==> src/rtl/spi_pkg.sv <==
// Shared SPI definitions used by the SPI slave and the application SPI master.
package spi_pkg;

  localparam int         SPI_BITS      = 8;
  localparam logic [7:0] SPI_FILL_BYTE = 8'hFF;

  typedef enum logic {
    SPI_IDLE   = 1'b0,
    SPI_ACTIVE = 1'b1
  } spi_state_e;

endpackage

==> src/rtl/spi_sync.sv <==
// N-stage resettable synchroniser; each bit has its own reset value.
module spi_sync #(
  parameter int               STAGES  = 2,
  parameter int               WIDTH   = 1,
  parameter logic [WIDTH-1:0] RST_VAL = '0
) (
  input  logic             clk_i,
  input  logic             rst_i,
  input  logic [WIDTH-1:0] d_i,
  output logic [WIDTH-1:0] q_o
);

  genvar gi;
  generate
    for (gi = 0; gi < WIDTH; gi++) begin : g_bit
      logic [STAGES-1:0] sync_reg;

      // Shift the asynchronous pin through STAGES flops.
      always_ff @(posedge clk_i or posedge rst_i) begin
        if (rst_i) sync_reg <= {STAGES{RST_VAL[gi]}};
        else       sync_reg <= {sync_reg[STAGES-2:0], d_i[gi]};
      end

      assign q_o[gi] = sync_reg[STAGES-1];
    end
  endgenerate

endmodule

==> src/rtl/spi_slave.sv <==
// SPI mode 0 target bridging an oversampled SPI bus to a byte valid/ready stream.
// Optional macro SPI_SLAVE_ERR_FLAGS_EN adds sticky overrun_o / underrun_o flags.
module spi_slave
  import spi_pkg::*;
#(
  parameter int         SYNC_STAGES = 2,
  parameter logic [7:0] FILL_BYTE   = SPI_FILL_BYTE
) (
  input  logic       clk_i,
  input  logic       rst_i,
  input  logic       sck_i,
  input  logic       csn_i,
  input  logic       mosi_i,
  output logic       miso_o,
  output logic       miso_oe_o,
  output logic [7:0] out_data_o,
  output logic       out_valid_o,
  input  logic       out_ready_i,
  input  logic [7:0] in_data_i,
  input  logic       in_valid_i,
`ifdef SPI_SLAVE_ERR_FLAGS_EN
  output logic       in_ready_o,
  output logic       overrun_o,
  output logic       underrun_o
`else
  output logic       in_ready_o
`endif
);

  localparam int CNT_W = $clog2(SPI_BITS);

  logic [2:0] pin_sync;
  logic       sck_s, csn_s, mosi_s;
  logic       sck_prev_reg, csn_prev_reg;
  logic       sck_rise, sck_fall, csn_fall, csn_rise;

  spi_state_e          state_reg, state_next;
  logic [CNT_W-1:0]    bit_cnt_reg, bit_cnt_next;
  logic [SPI_BITS-1:0] tx_sr_reg, tx_sr_next;
  logic [SPI_BITS-1:0] rx_sr_reg, rx_sr_next;
  logic [SPI_BITS-1:0] out_data_reg, out_data_next;
  logic                out_valid_reg, out_valid_next;
  logic                oe_reg, oe_next;
  logic                load, byte_done, overrun_evt;

  // Pin order {mosi, csn, sck}; idle bus is csn high, sck and mosi low.
  spi_sync #(
    .STAGES  (SYNC_STAGES),
    .WIDTH   (3),
    .RST_VAL (3'b010)
  ) u_sync (
    .clk_i (clk_i),
    .rst_i (rst_i),
    .d_i   ({mosi_i, csn_i, sck_i}),
    .q_o   (pin_sync)
  );

  assign sck_s  = pin_sync[0];
  assign csn_s  = pin_sync[1];
  assign mosi_s = pin_sync[2];

  // Previous synchronised sample, for edge decoding.
  always_ff @(posedge clk_i or posedge rst_i) begin
    if (rst_i) begin
      sck_prev_reg <= 1'b0;
      csn_prev_reg <= 1'b1;
    end else begin
      sck_prev_reg <= sck_s;
      csn_prev_reg <= csn_s;
    end
  end

  assign sck_rise = sck_s & ~sck_prev_reg;
  assign sck_fall = ~sck_s & sck_prev_reg;
  assign csn_fall = ~csn_s & csn_prev_reg;
  assign csn_rise = csn_s & ~csn_prev_reg;

  // State and datapath registers.
  always_ff @(posedge clk_i or posedge rst_i) begin
    if (rst_i) begin
      state_reg     <= SPI_IDLE;
      bit_cnt_reg   <= '0;
      tx_sr_reg     <= '0;
      rx_sr_reg     <= '0;
      out_data_reg  <= '0;
      out_valid_reg <= 1'b0;
      oe_reg        <= 1'b0;
    end else begin
      state_reg     <= state_next;
      bit_cnt_reg   <= bit_cnt_next;
      tx_sr_reg     <= tx_sr_next;
      rx_sr_reg     <= rx_sr_next;
      out_data_reg  <= out_data_next;
      out_valid_reg <= out_valid_next;
      oe_reg        <= oe_next;
    end
  end

  // Next-state logic: loads on select and at byte boundaries, shifting on sck edges.
  always_comb begin
    state_next     = state_reg;
    bit_cnt_next   = bit_cnt_reg;
    tx_sr_next     = tx_sr_reg;
    rx_sr_next     = rx_sr_reg;
    out_data_next  = out_data_reg;
    out_valid_next = out_valid_reg;
    oe_next        = oe_reg;
    load           = 1'b0;
    byte_done      = 1'b0;
    overrun_evt    = 1'b0;

    case (state_reg)
      SPI_IDLE: begin
        // sck edges coinciding with select are ignored.
        if (csn_fall) begin
          state_next   = SPI_ACTIVE;
          load         = 1'b1;
          bit_cnt_next = '0;
          oe_next      = 1'b1;
        end
      end
      SPI_ACTIVE: begin
        if (sck_rise) begin
          rx_sr_next   = {rx_sr_reg[SPI_BITS-2:0], mosi_s};
          bit_cnt_next = bit_cnt_reg + 1'b1;
          byte_done    = (bit_cnt_reg == CNT_W'(SPI_BITS - 1));
        end else if (sck_fall && !csn_rise) begin
          if (bit_cnt_reg != '0) tx_sr_next = {tx_sr_reg[SPI_BITS-2:0], 1'b0};
          else                   load       = 1'b1;
        end
        // A byte finishing together with deselect is still delivered below.
        if (csn_rise) begin
          state_next   = SPI_IDLE;
          bit_cnt_next = '0;
          oe_next      = 1'b0;
        end
      end
      default: state_next = SPI_IDLE;
    endcase

    if (load) tx_sr_next = in_valid_i ? in_data_i : FILL_BYTE;

    if (out_valid_reg && out_ready_i) out_valid_next = 1'b0;
    if (byte_done) begin
      if (!out_valid_reg || out_ready_i) begin
        out_data_next  = {rx_sr_reg[SPI_BITS-2:0], mosi_s};
        out_valid_next = 1'b1;
      end else begin
        overrun_evt = 1'b1;
      end
    end
  end

  assign in_ready_o  = load;
  assign miso_o      = oe_reg & tx_sr_reg[SPI_BITS-1];
  assign miso_oe_o   = oe_reg;
  assign out_data_o  = out_data_reg;
  assign out_valid_o = out_valid_reg;

`ifdef SPI_SLAVE_ERR_FLAGS_EN
  logic overrun_reg, underrun_reg;
  logic flag_clr;

  assign flag_clr = (state_reg == SPI_IDLE) && csn_fall;

  // Sticky error flags; a fill load on the selecting edge sets underrun again.
  always_ff @(posedge clk_i or posedge rst_i) begin
    if (rst_i) begin
      overrun_reg  <= 1'b0;
      underrun_reg <= 1'b0;
    end else begin
      overrun_reg  <= (flag_clr ? 1'b0 : overrun_reg) | overrun_evt;
      underrun_reg <= (flag_clr ? 1'b0 : underrun_reg) | (load & ~in_valid_i);
    end
  end

  assign overrun_o  = overrun_reg;
  assign underrun_o = underrun_reg;
`else
  logic unused_overrun;
  assign unused_overrun = overrun_evt;
`endif

endmodule

==> config.mk <==
export PLATFORM = sky130hd
export DESIGN_NAME = spi_slave
export DESIGN_NICKNAME = d
export VERILOG_FILES = /design/src/rtl/spi_pkg.sv /design/src/rtl/spi_sync.sv /design/src/rtl/spi_slave.sv
export SDC_FILE = /design/constraint.sdc
export NUM_CORES = 1
export LEC_CHECK = 0
export ABC_AREA = 1
export CAP_MARGIN = 20
export CORE_MARGIN = 5
export CORE_UTILIZATION = 45
export CTS_BUF_LIST = sky130_fd_sc_hd__clkbuf_8 sky130_fd_sc_hd__clkbuf_16
export DETAILED_ROUTE_END_ITERATION = 7
export GPL_TIMING_DRIVEN = 0
export PLACE_DENSITY = 0.69
export SKIP_LAST_GASP = 1
export SYNTH_ARGS = -nofsm -noshare
export SYNTH_HDL_FRONTEND = slang
export SYNTH_SLANG_ARGS = --single-unit
==> constraint.sdc <==
create_clock -name clk_i -period 1.5 [get_ports clk_i]
set_input_delay 0.375 -clock clk_i [delete_from_list [all_inputs] [get_ports clk_i]]
set_output_delay 0.375 -clock clk_i [all_outputs]
set_load 0.01 [all_outputs]
==> impl_results.md, run 1 <==
* GR Util All Layers at 14.01%
* Ports at 27
* YS warnings at 0
* Vias in the first global route at ~1300
* Max_cap viols at 0
* CP max-delay cell: dfrtp_1
* Outcome: finished with violations
* Post-DP Area at slightly above 2000 µm²
* TritonCTS Buffers at 5
* Slew Limit Fails at 0
* Slew @ Worst Pin at 0.7842 ns
* Initial detailed-routing violation count at 45
* Hold_ws at approximately 0.37 ns
* Synthesis-stage register bit count at 37
* Area grow syn2layout at 38.67%
* # setup viols final at 20
* Worst path cell trace: inv_2 > ha_4 > inv_2 > nor2_2 > nand2_1 > nand2_4 > nand2_8 > inv_4 > buf_6
* DR WL/cell at 11.76 µm
* Slew margin rel. at 47.66%
* Hold Vio Cnt, Final at 0
* Max incr delay on CP at 0.41 ns
* Startpoint types: flop
* Initial Utilization at 46.04%
* Pleak at about 1.2 nW
* Setup total negative slack at -1.611 ns
* Detail Route Antenna Nets at 0
* Die area at 5037 µm²
* Min-delay src: u_sync.g_bit[2].sync_reg[0]
* PortBufs at 26
* CP most frequent cell: inv_2
* VDD IR-drop max at 0.7766 mV
* Synthesized instance count at 177
* Core region area at 3633 µm²
* CTS tree: built
* WL final at between 3000 and 4000 µm
* Setup Slack @ Placement at -0.6240 ns
* RSZ-0062 raised after global routing: true
* ANT cells at 0
* Final nets at about 250
* Chip Width at a little over 70 µm
* Mean area per synthesized cell at 9.451 µm²
* Worst EP required at ~1.1 ns
* Clock transition at path regs at around 0.08 ns
* Syn Nets at 195
* Reg2reg start: bit_cnt_reg[1]
* Tmin final at roughly 1.8 ns
* Overflow after GRT at 0
* Min-Delay Endpoint: u_sync.g_bit[2].sync_reg[1]
* Count of cell types in the netlist at 22
* Met3 Use GR at 4.261%
* Failing checks: negative setup slack
* Reg-to-Reg End: out_data_o[4]
* Crit path max-delay family: flip-flops
* FF-to-FF path depth at 10
* Hold-fix buffers, CTS at 0
* Post-DP HPWL at 2199 µm
* Cell taking the most area after synthesis: dfrtp_1
* Clk_lat worst skew at 0.29 ns
* Synth top area share at 50.86%
* Root buffer cell: clkbuf_8
* Setup crit end kind: primary output
* Min-Delay Path Depth at 0
* Area contributors post-synth: dfrtp_1 (51%), nand2_1 (12%), inv_1 (4.9%), dfstp_2 (4.7%), o21ai_0 (4.2%)
* GR peak layer: met2
* Class of the most critical setup path: flop to primary output
* Drt pass-1 iters at 4
* Post-Layout Cell Count at around 280
* Seq/Total Area, Yosys at 55.57%
* Routed vias/inst at 4.734
* Layout cell share with drive strength beyond 1 at 31.20%
* Fmax at 570.2 MHz
* PnR worst setup slack at -0.2538 ns
* DRC at 0
* Worst path buffer plus inverter count at 4
* Power density over cell area at between 1000 and 1500 nW/µm²
* Core Rows at 22
* M1 GR Usage at 15.99%
* Fin Clk Skew at around 0.0069 ns
* GP Congestion at roughly 0.8
* First-pass GRT wire length at 5575 µm
* Post-Place Cells at 252
* H-tree levels at 2
* Tightest Hold Check Type: flop to flop
* Fin area at 2320 µm²
* Crit path max fanout at 2
* Largest net degree at the start of global routing at 20
* Reg-to-reg slack, setup at -0.11 ns
* Final Cycle Share at 116.9%
* Mapped cell area at around 1700 µm²
* Die height at ~70 µm
* Vias post-DR at ~1300
* Clock buffer depth at 2
* Clock sinks at 37
* WP data arrival at 1.38 ns
* Initial antenna violation count at 0
* M2 GR Usage at approximately 24%
[where the power goes]
| group | internal, mW | switching (mW) | leakage (nW) |
|---|---|---|---|
| clock | 0.338 | 0.388 | 0.0452 |
| sequential | 1.20 | 0.120 | 0.474 |
| combinational | 0.313 | 0.396 | 0.690 |
| total | 1.85 | 0.903 | 1.21 |
[worst max-delay path by stage]
stage | start | end | slack, ns | cells after the start
CTS | bit_cnt_reg[1] | in_ready_o | -0.32 | 9
floorplan | bit_cnt_reg[0] | in_ready_o | 0.02 | 8
finish | bit_cnt_reg[1] | in_ready_o | -0.25 | 9
detailed placement | bit_cnt_reg[0] | in_ready_o | -0.62 | 9
global route | bit_cnt_reg[0] | in_ready_o | -0.32 | 9
global placement | bit_cnt_reg[0] | in_ready_o | -0.59 | 9
[area by class of cell]
| class | count | area [µm²] |
|---|---|---|
| fillers | 317 | 1314 |
| multi-input cells | 115 | 665.6 |
| clock buffers | 5 | 68.82 |
| inverters | 23 | 88.84 |
| plain buffers | 2 | 18.77 |
| clock inverters | 3 | 25.02 |
| well taps | 48 | 60.06 |
| flip-flops and latches | 37 | 929.6 |
| repair buffers | 49 | 462.9 |
[synthesized netlist by cell type]
library cell and count:
nor2_2 1, nand2_8 2, dfstp_2 3, nand2_4 1, nand3_1 11, a21oi_4 1, a21oi_1 1, nor2_1 2
nand2_1 55, o21ai_0 14, buf_6 1, nand3_2 1, inv_2 1, o21ai_2 7, dfrtp_1 34, or2_2 7
nand3b_4 1, o211ai_1 1, clkbuf_1 1, nand2_2 7, inv_1 22, ha_1 3
[logic make-up after synthesis]
kind of cell,after synthesis,share of synthesized area [%]
buffers and inverters,25,6.058
AO/OA/AOI/OAI,24,9.574
AND/OR/NAND/NOR,88,26.55
adder cells (fa/ha/maj),3,2.244
flip-flops,37,55.57
[cells in the final DEF (no fill, tap or decap), types with 2 or more instances in the layout]
cell / n
nand2_2: 6
nor2_2: 2
buf_6: 2
clkbuf_8: 5
ha_1: 2
dfstp_2: 3
clkdlybuf4s50_1: 14
nand3_1: 11
or2_2: 7
buf_4: 20
dfrtp_1: 34
o21ai_2: 8
o21ai_0: 13
nand2_1: 55
inv_1: 17
nand2_8: 2
inv_2: 5
inv_6: 2
dlygate4sd2_1: 10
nand2_4: 2
[stage by stage]
step	util (%)	power, mW
after CTS	61.33	2.739
final	63.84	2.757
after floorplan	-	1.774
after global routing	63.84	2.954
after detailed placement	55.61	1.967
after global placement	54.86	1.927
[what timing repair did]
item / CTS / global route
resized for setup: 24 / 7
buffers inserted: 22 / 8
gates cloned: 0 / 1
pin swaps: 4 / 9
setup endpoints to repair: 21 / 21
[metal layers]
layer / share of wire (%) / wire length (µm)
met1: 42 / 1405
met2: 53 / 1744
met3: 3.3 / 111
met4: 1.7 / 55
met5: 0 / 0
No activity file was read; power rests on OpenSTA's default activity.
==> run 2, diff against run 1 <==
--- a/config.mk
+++ b/config.mk
@@ -14,6 +14,7 @@
 export GPL_TIMING_DRIVEN = 0
 export PLACE_DENSITY = 0.69
 export SKIP_LAST_GASP = 1
+export SLEW_MARGIN = 20
 export SYNTH_ARGS = -nofsm -noshare
 export SYNTH_HDL_FRONTEND = slang
 export SYNTH_SLANG_ARGS = --single-unit
==> run 2 against run 1 <==
Against the previous run:
- the flow still finishes with violations (negative setup slack)
- cell count is 1.8% lower
- largest power group unchanged
- clock skew shrank 0.0037 ns
- hold slack lost 0.0034 ns
- sequential cell count did not move
- first-iteration DRC count fell by 4.4%
- combinational power increased by 16%
- routed wire length rose by 0.60%
- core utilization up 0.65 points
- fmax shrank 0.99%
- setup slack worse by 0.018 ns
- die area is the same
- power increased by 4.7%
==> impl_results.md, run 2 (synthesis gave the netlist of run 1 again) <==
* Metal2 WL at 1733 µm (-0.63%)
* Largest net degree at the start of global routing at 38 (+90%)
* Hold Vio Cnt, Final at 0 (unchanged)
* Flip-flop and latch area at 929.6 µm² (unchanged)
* Critical path launch point: bit_cnt_reg[1]
* Reg2reg start: bit_cnt_reg[1]
* Fmax at 564.5 MHz (-0.99%)
* Layout Utilization at 64.50% (+0.65 points)
* Worst path buffer plus inverter count at 4 (unchanged)
* Overflow after GRT at 0 (unchanged)
* Vias in the first global route at 1324 (-1.1%)
* Hold_ws at 0.3666 ns (-0.003448 ns)
* Outcome: finished with violations
* RSZ-0062 raised after global routing: true
* DR WL/cell at 12.05 µm (+2.4%)
* Pleak at 1.199 nW (-0.76%)
* CP max-delay cell: dfrtp_1
* Clock sinks at 37 (unchanged)
* Met1 wire length at 1417 µm (+0.85%)
* Routed wl met3 at 130 µm (+17%)
* Core region area at 3633 µm² (unchanged)
* Worst setup endpoint: in_ready_o
* FF-to-FF path depth at 13 (+3)
* Crit path max fanout at 2 (unchanged)
* Tightest Hold Check Type: flop to flop
* CTS tree: built
* WP data arrival at 1.40 ns (+0.02 ns)
* Failing checks: negative setup slack
* Post-DP HPWL at 2140 µm (-2.7%)
* Detail Route Antenna Nets at 0 (unchanged)
* PortBufs at 26 (unchanged)
* Slew @ Worst Pin at 0.7501 ns (-0.03410 ns)
* Reg-to-Reg End: tx_sr_reg[5]
* Post-Place Cells at 251 (-0.40%)
* # setup viols final at 10 (-50%)
* Post-Layout Cell Count at 277 (-1.8%)
* Die area at 5037 µm² (unchanged)
* Worst EP required at 1.12 ns (about the same)
* Die height at 70.97 µm (unchanged)
* H-tree levels at 2 (unchanged)
* Root buffer cell: clkbuf_8
* Slew Limit Fails at 0 (unchanged)
* Initial antenna violation count at 0 (unchanged)
* WL final at 3337 µm (+0.60%)
* Tmin final at 1.771 ns (+0.01762 ns)
* Initial detailed-routing violation count at 43 (-4.4%)
* Clock transition at path regs at 0.08 ns (about the same)
* Final nets at 246 (-2.0%)
* Fin area at 2344 µm² (+1.0%)
* Class of the most critical setup path: flop to primary output
* Clk_lat worst skew at 0.30 ns (about the same)
* Power density over cell area at 1231 nW/µm² (+3.6%)
* Drt pass-1 iters at 4 (unchanged)
* Initial Utilization at 46.04% (unchanged)
* Vias post-DR at 1291 (-3.3%)
* First-pass GRT wire length at 5740 µm (+3.0%)
* VDD IR-drop max at 0.7723 mV (-0.55%)
* Layout fillers at 305 (-3.8%)
* Most common cell after layout, fill and taps aside: nand2_1
* Routed vias/inst at 4.661 (-1.6%)
* Setup crit end kind: primary output
* Reg-to-reg slack, setup at -0.21 ns (-0.10 ns)
* ANT cells at 0 (unchanged)
* WP depth at 9 (unchanged)
* Highest-count cells in the layout ignoring fill and taps: nand2_1 (49), dfrtp_1 (34), inv_1 (16)
* Startpoint types: flop
* Max_cap viols at 0 (unchanged)
* Top sig layer: met4
* Worst path cell trace: inv_2 > ha_4 > inv_4 > nor2_4 > nand2_2 > nand2_4 > nand2_8 > inv_4 > buf_6
* Chip Width at 70.97 µm (unchanged)
* Setup total negative slack at -1.507 ns (+0.1039 ns)
* Core Rows at 22 (unchanged)
* CP most frequent cell: inv_4
* Layout cell share with drive strength beyond 1 at 32.31% (+1.1 points)
* Fin Clk Skew at 0.003223 ns (-0.003670 ns)
* PnR worst setup slack at -0.2714 ns (-0.01762 ns)
* Post-DP Area at 1993 µm² (-1.4%)
* Ports at 27 (unchanged)
* Pwr Total at 2.886 mW (+4.7%)
* TritonCTS Buffers at 5 (unchanged)
* DRC at 0 (unchanged)
* GP Congestion at 0.7956 (unchanged)
* Hold-fix buffers, CTS at 0 (unchanged)
* Setup Slack @ Placement at -0.6290 ns (-0.004952 ns)
* Max incr delay on CP at 0.40 ns (about the same)
* Slew margin rel. at 49.92% (+2.3 points)
* Final Cycle Share at 118.1% (+1.2 points)
* Clock buffer depth at 2 (unchanged)
* Multi-input gate area at 715.7 µm² (+7.5%)
* GR Util All Layers at 14.45% (+0.44 points)
* Area grow syn2layout at 40.09%
* Crit path max-delay family: flip-flops
## run 2: changes by cell type in the layout (fill, tap and decap cells not counted), moves of 2 or more
cell,delta
nand2_1,-6
buf_4,-5
nand2_4,+3
nand2_2,+2
nor2_2,-2
nor2_4,+2
## run 2: worst min-delay path by stage
stage | from | endpoint | slack (ns) | cells after the start
5_1_grt | u_sync.g_bit[1].sync_reg[0] | u_sync.g_bit[1].sync_reg[1] | 0.37 | 0
4_1_cts | u_sync.g_bit[1].sync_reg[0] | u_sync.g_bit[1].sync_reg[1] | 0.37 | 0
3_5_place_dp | u_sync.g_bit[2].sync_reg[0] | u_sync.g_bit[2].sync_reg[1] | 0.35 | 0
3_3_place_gp | u_sync.g_bit[0].sync_reg[0] | u_sync.g_bit[0].sync_reg[1] | 0.33 | 0
2_1_floorplan | u_sync.g_bit[0].sync_reg[0] | u_sync.g_bit[0].sync_reg[1] | 0.33 | 0
6_report | u_sync.g_bit[1].sync_reg[0] | u_sync.g_bit[1].sync_reg[1] | 0.37 | 0
## run 2: metal layers
metal | global-route usage [%] | vias to the layer above
met3 | 3.693 | 5
met1 | 17.23 | 602
met5 | 0 | -
met4 | 8.351 | 0
li1 | - | 664
met2 | 23.58 | 20
## run 2: repair_timing
item                                    4_1_cts  5_1_grt
pin swaps                                     6       11
resized for setup                            26       18
cloned                                        1        1
endpoints found under the setup margin       23       21
buffers inserted                              7        9
## run 2: report_power, final
part	internal (mW)	switching (mW)	leakage [nW]
clock	0.335	0.388	0.0447
combinational	0.394	0.431	0.681
sequential	1.20	0.135	0.474
## run 2: area by class of cell
| class | count | share of cell area (%) |
|---|---|---|
| sequential | 37 | 39.67 |
| multi-input combinational | 115 | 30.54 |
| timing repair buffer | 44 | 18.53 |
| inverter | 23 | 3.897 |
| clock buffer | 5 | 2.936 |
| tap | 48 | 2.563 |
| clock inverter | 3 | 1.068 |
| buffer | 2 | 0.8009 |
==> run 3, diff against run 2 <==
--- a/config.mk
+++ b/config.mk
@@ -12,7 +12,7 @@
 export CTS_BUF_LIST = sky130_fd_sc_hd__clkbuf_8 sky130_fd_sc_hd__clkbuf_16
 export DETAILED_ROUTE_END_ITERATION = 7
 export GPL_TIMING_DRIVEN = 0
-export PLACE_DENSITY = 0.69
+export PLACE_DENSITY = 0.72
 export SKIP_LAST_GASP = 1
 export SLEW_MARGIN = 20
 export SYNTH_ARGS = -nofsm -noshare
==> run 3 against run 2 <==
Against the previous run:
- the run still ends with negative setup slack left
- power down 1.6%
- first-iteration DRC count grew 70%
- critical path type unchanged
- critical endpoint unchanged
- fmax up 1.6%
- routed wire length shrank 5.5%
- largest power group unchanged
- sequential power about the same
==> impl_results.md, run 3 (synthesis gave the netlist of run 1 again) <==
* Outcome: finished with violations
* Failing checks: negative setup slack
* Initial antenna violation count at 0 (unchanged)
* Final nets at 242 (-1.6%)
* Core region area at 3633 µm² (unchanged)
* Clock transition at path regs at 0.07 ns (about the same)
* Layout fillers at 319 (+4.6%)
* Power density over cell area at 1258 nW/µm² (+2.2%)
* TritonCTS Buffers at 5 (unchanged)
* CTS tree: built
* Ports at 27 (unchanged)
* GR Util All Layers at 13.07% (-1.4 points)
* Slew margin rel. at 50.83% (+0.92 points)
* DRC at 0 (unchanged)
* Tmin final at 1.743 ns (-0.02812 ns)
* Layout cell share with drive strength beyond 1 at 28.89% (-3.4 points)
* PortBufs at 26 (unchanged)
* Hold Vio Cnt, Final at 0 (unchanged)
* Die height at 70.97 µm (unchanged)
* Initial detailed-routing violation count at 73 (+70%)
* Root buffer cell: clkbuf_8
* Clk_lat worst skew at 0.28 ns (-0.02 ns)
* Most common cell after layout, fill and taps aside: nand2_1
* Post-DP HPWL at 1992 µm (-6.9%)
* Initial Utilization at 46.04% (unchanged)
* Layout Utilization at 62.09% (-2.4 points)
* # setup viols final at 12 (+2)
* Fmax at 573.6 MHz (+1.6%)
* GP Congestion at 0.7652 (-3.8%)
* PnR worst setup slack at -0.2433 ns (+0.02812 ns)
* Fin Clk Skew at 0.006499 ns (+0.003276 ns)
* Setup crit end kind: primary output
* Core Rows at 22 (unchanged)
* Worst EP required at 1.12 ns (about the same)
* Crit path max fanout at 2 (unchanged)
* Startpoint types: flop
* DR WL/cell at 11.55 µm (-4.2%)
* RSZ-0062 raised after global routing: true
* Post-DP Area at 1993 µm² (unchanged)
* Setup total negative slack at -0.5562 ns (+0.9507 ns)
* Vias in the first global route at 1212 (-8.5%)
* Clock buffer depth at 2 (unchanged)
* Overflow after GRT at 0 (unchanged)
* Tightest Hold Check Type: flop to flop
* Routed vias/inst at 4.645 (-0.34%)
* WL final at 3152 µm (-5.5%)
* Class of the most critical setup path: flop to primary output
* Highest-count cells in the layout ignoring fill and taps: nand2_1 (54), dfrtp_1 (34), inv_1 (17)
* Area grow syn2layout at 34.85%
* Drt pass-1 iters at 4 (unchanged)
* Detail Route Antenna Nets at 0 (unchanged)
* First-pass GRT wire length at 5216 µm (-9.1%)
* H-tree levels at 2 (unchanged)
* Slew @ Worst Pin at 0.7364 ns (-0.01372 ns)
* Chip Width at 70.97 µm (unchanged)
* ANT cells at 0 (unchanged)
* Fin area at 2256 µm² (-3.7%)
* WP data arrival at 1.37 ns (-0.03 ns)
* Final Cycle Share at 116.2% (-1.9 points)
* Max_cap viols at 0 (unchanged)
* Largest net degree at the start of global routing at 38 (unchanged)
* Die area at 5037 µm² (unchanged)
* VDD IR-drop max at 0.7725 mV (about the same)
* Vias post-DR at 1268 (-1.8%)
* Slew Limit Fails at 0 (unchanged)
* Clock sinks at 37 (unchanged)
* Pleak at 1.174 nW (-2.1%)
run 3: path summary, 6_finish.rpt:
path	startpoint	endpoint	slack, ns	depth (start not counted)
min in group asynchronous	rst_i	tx_sr_reg[1]	0.53	2
max in group asynchronous	rst_i	tx_sr_reg[5]	0.49	2
setup reg to reg	bit_cnt_reg[1]	tx_sr_reg[1]	-0.04	11
setup / recovery	bit_cnt_reg[1]	in_ready_o	-0.24	9
hold reg to reg	u_sync.g_bit[2].sync_reg[0]	u_sync.g_bit[2].sync_reg[1]	0.36	0
hold / removal	u_sync.g_bit[2].sync_reg[0]	u_sync.g_bit[2].sync_reg[1]	0.36	0
run 3: per-layer routing:
layer,part of all wire [%],GRT usage (%)
met5,0,0
met4,1.6,6.681
met3,3.9,3.267
met2,50,21.32
met1,45,15.98
run 3: area by class of cell:
class                      count  area (µm²)  share of cell area, %
multi-input combinational    115       676.9                  30.01
clock inverter                 3       38.79                  1.719
inverter                      23       88.84                  3.938
buffer                         2       18.77                 0.8319
timing repair buffer          40       374.1                  16.58
sequential                    37       929.6                  41.21
tap                           48       60.06                  2.662
clock buffer                   5       68.82                  3.050
run 3: where the power goes:
part	switching, mW	internal, mW	leakage [nW]
Sequential	0.113	1.20	0.474
Combinational	0.399	0.302	0.641
Clock	0.336	0.486	0.0593
run 3: critical path, cell delays in order, from the launching register on:
cell and delay [ns]:
dfrtp_1 0.39, inv_2 0.08, ha_4 0.14, inv_2 0.04, nor2_2 0.08, nand2_2 0.07, nand2_4 0.10, nand2_8 0.06
inv_4 0.05, buf_6 0.09
run 3: what timing repair did:
action | in CTS | in global routing
setup buffers | 7 | 6
resized for setup | 24 | 8
hold buffers | 0 | 0
setup endpoints to repair | 22 | 20
gates cloned | 0 | 1
pin swaps | 3 | 4
run 3: through the flow:
stage / std cells / setup slack (ns) / hold slack, ns / power, mW
6_report: 273 / -0.2433 / 0.3579 / 2.839
5_1_grt: 273 / -0.3129 / 0.3622 / 3.037
4_1_cts: 266 / -0.2695 / 0.3602 / 2.829
3_5_place_dp: 251 / -0.6173 / 0.3426 / 1.958
3_3_place_gp: 251 / -0.5904 / 0.3319 / 1.930
2_1_floorplan: 177 / 0.02379 / 0.3312 / 1.774
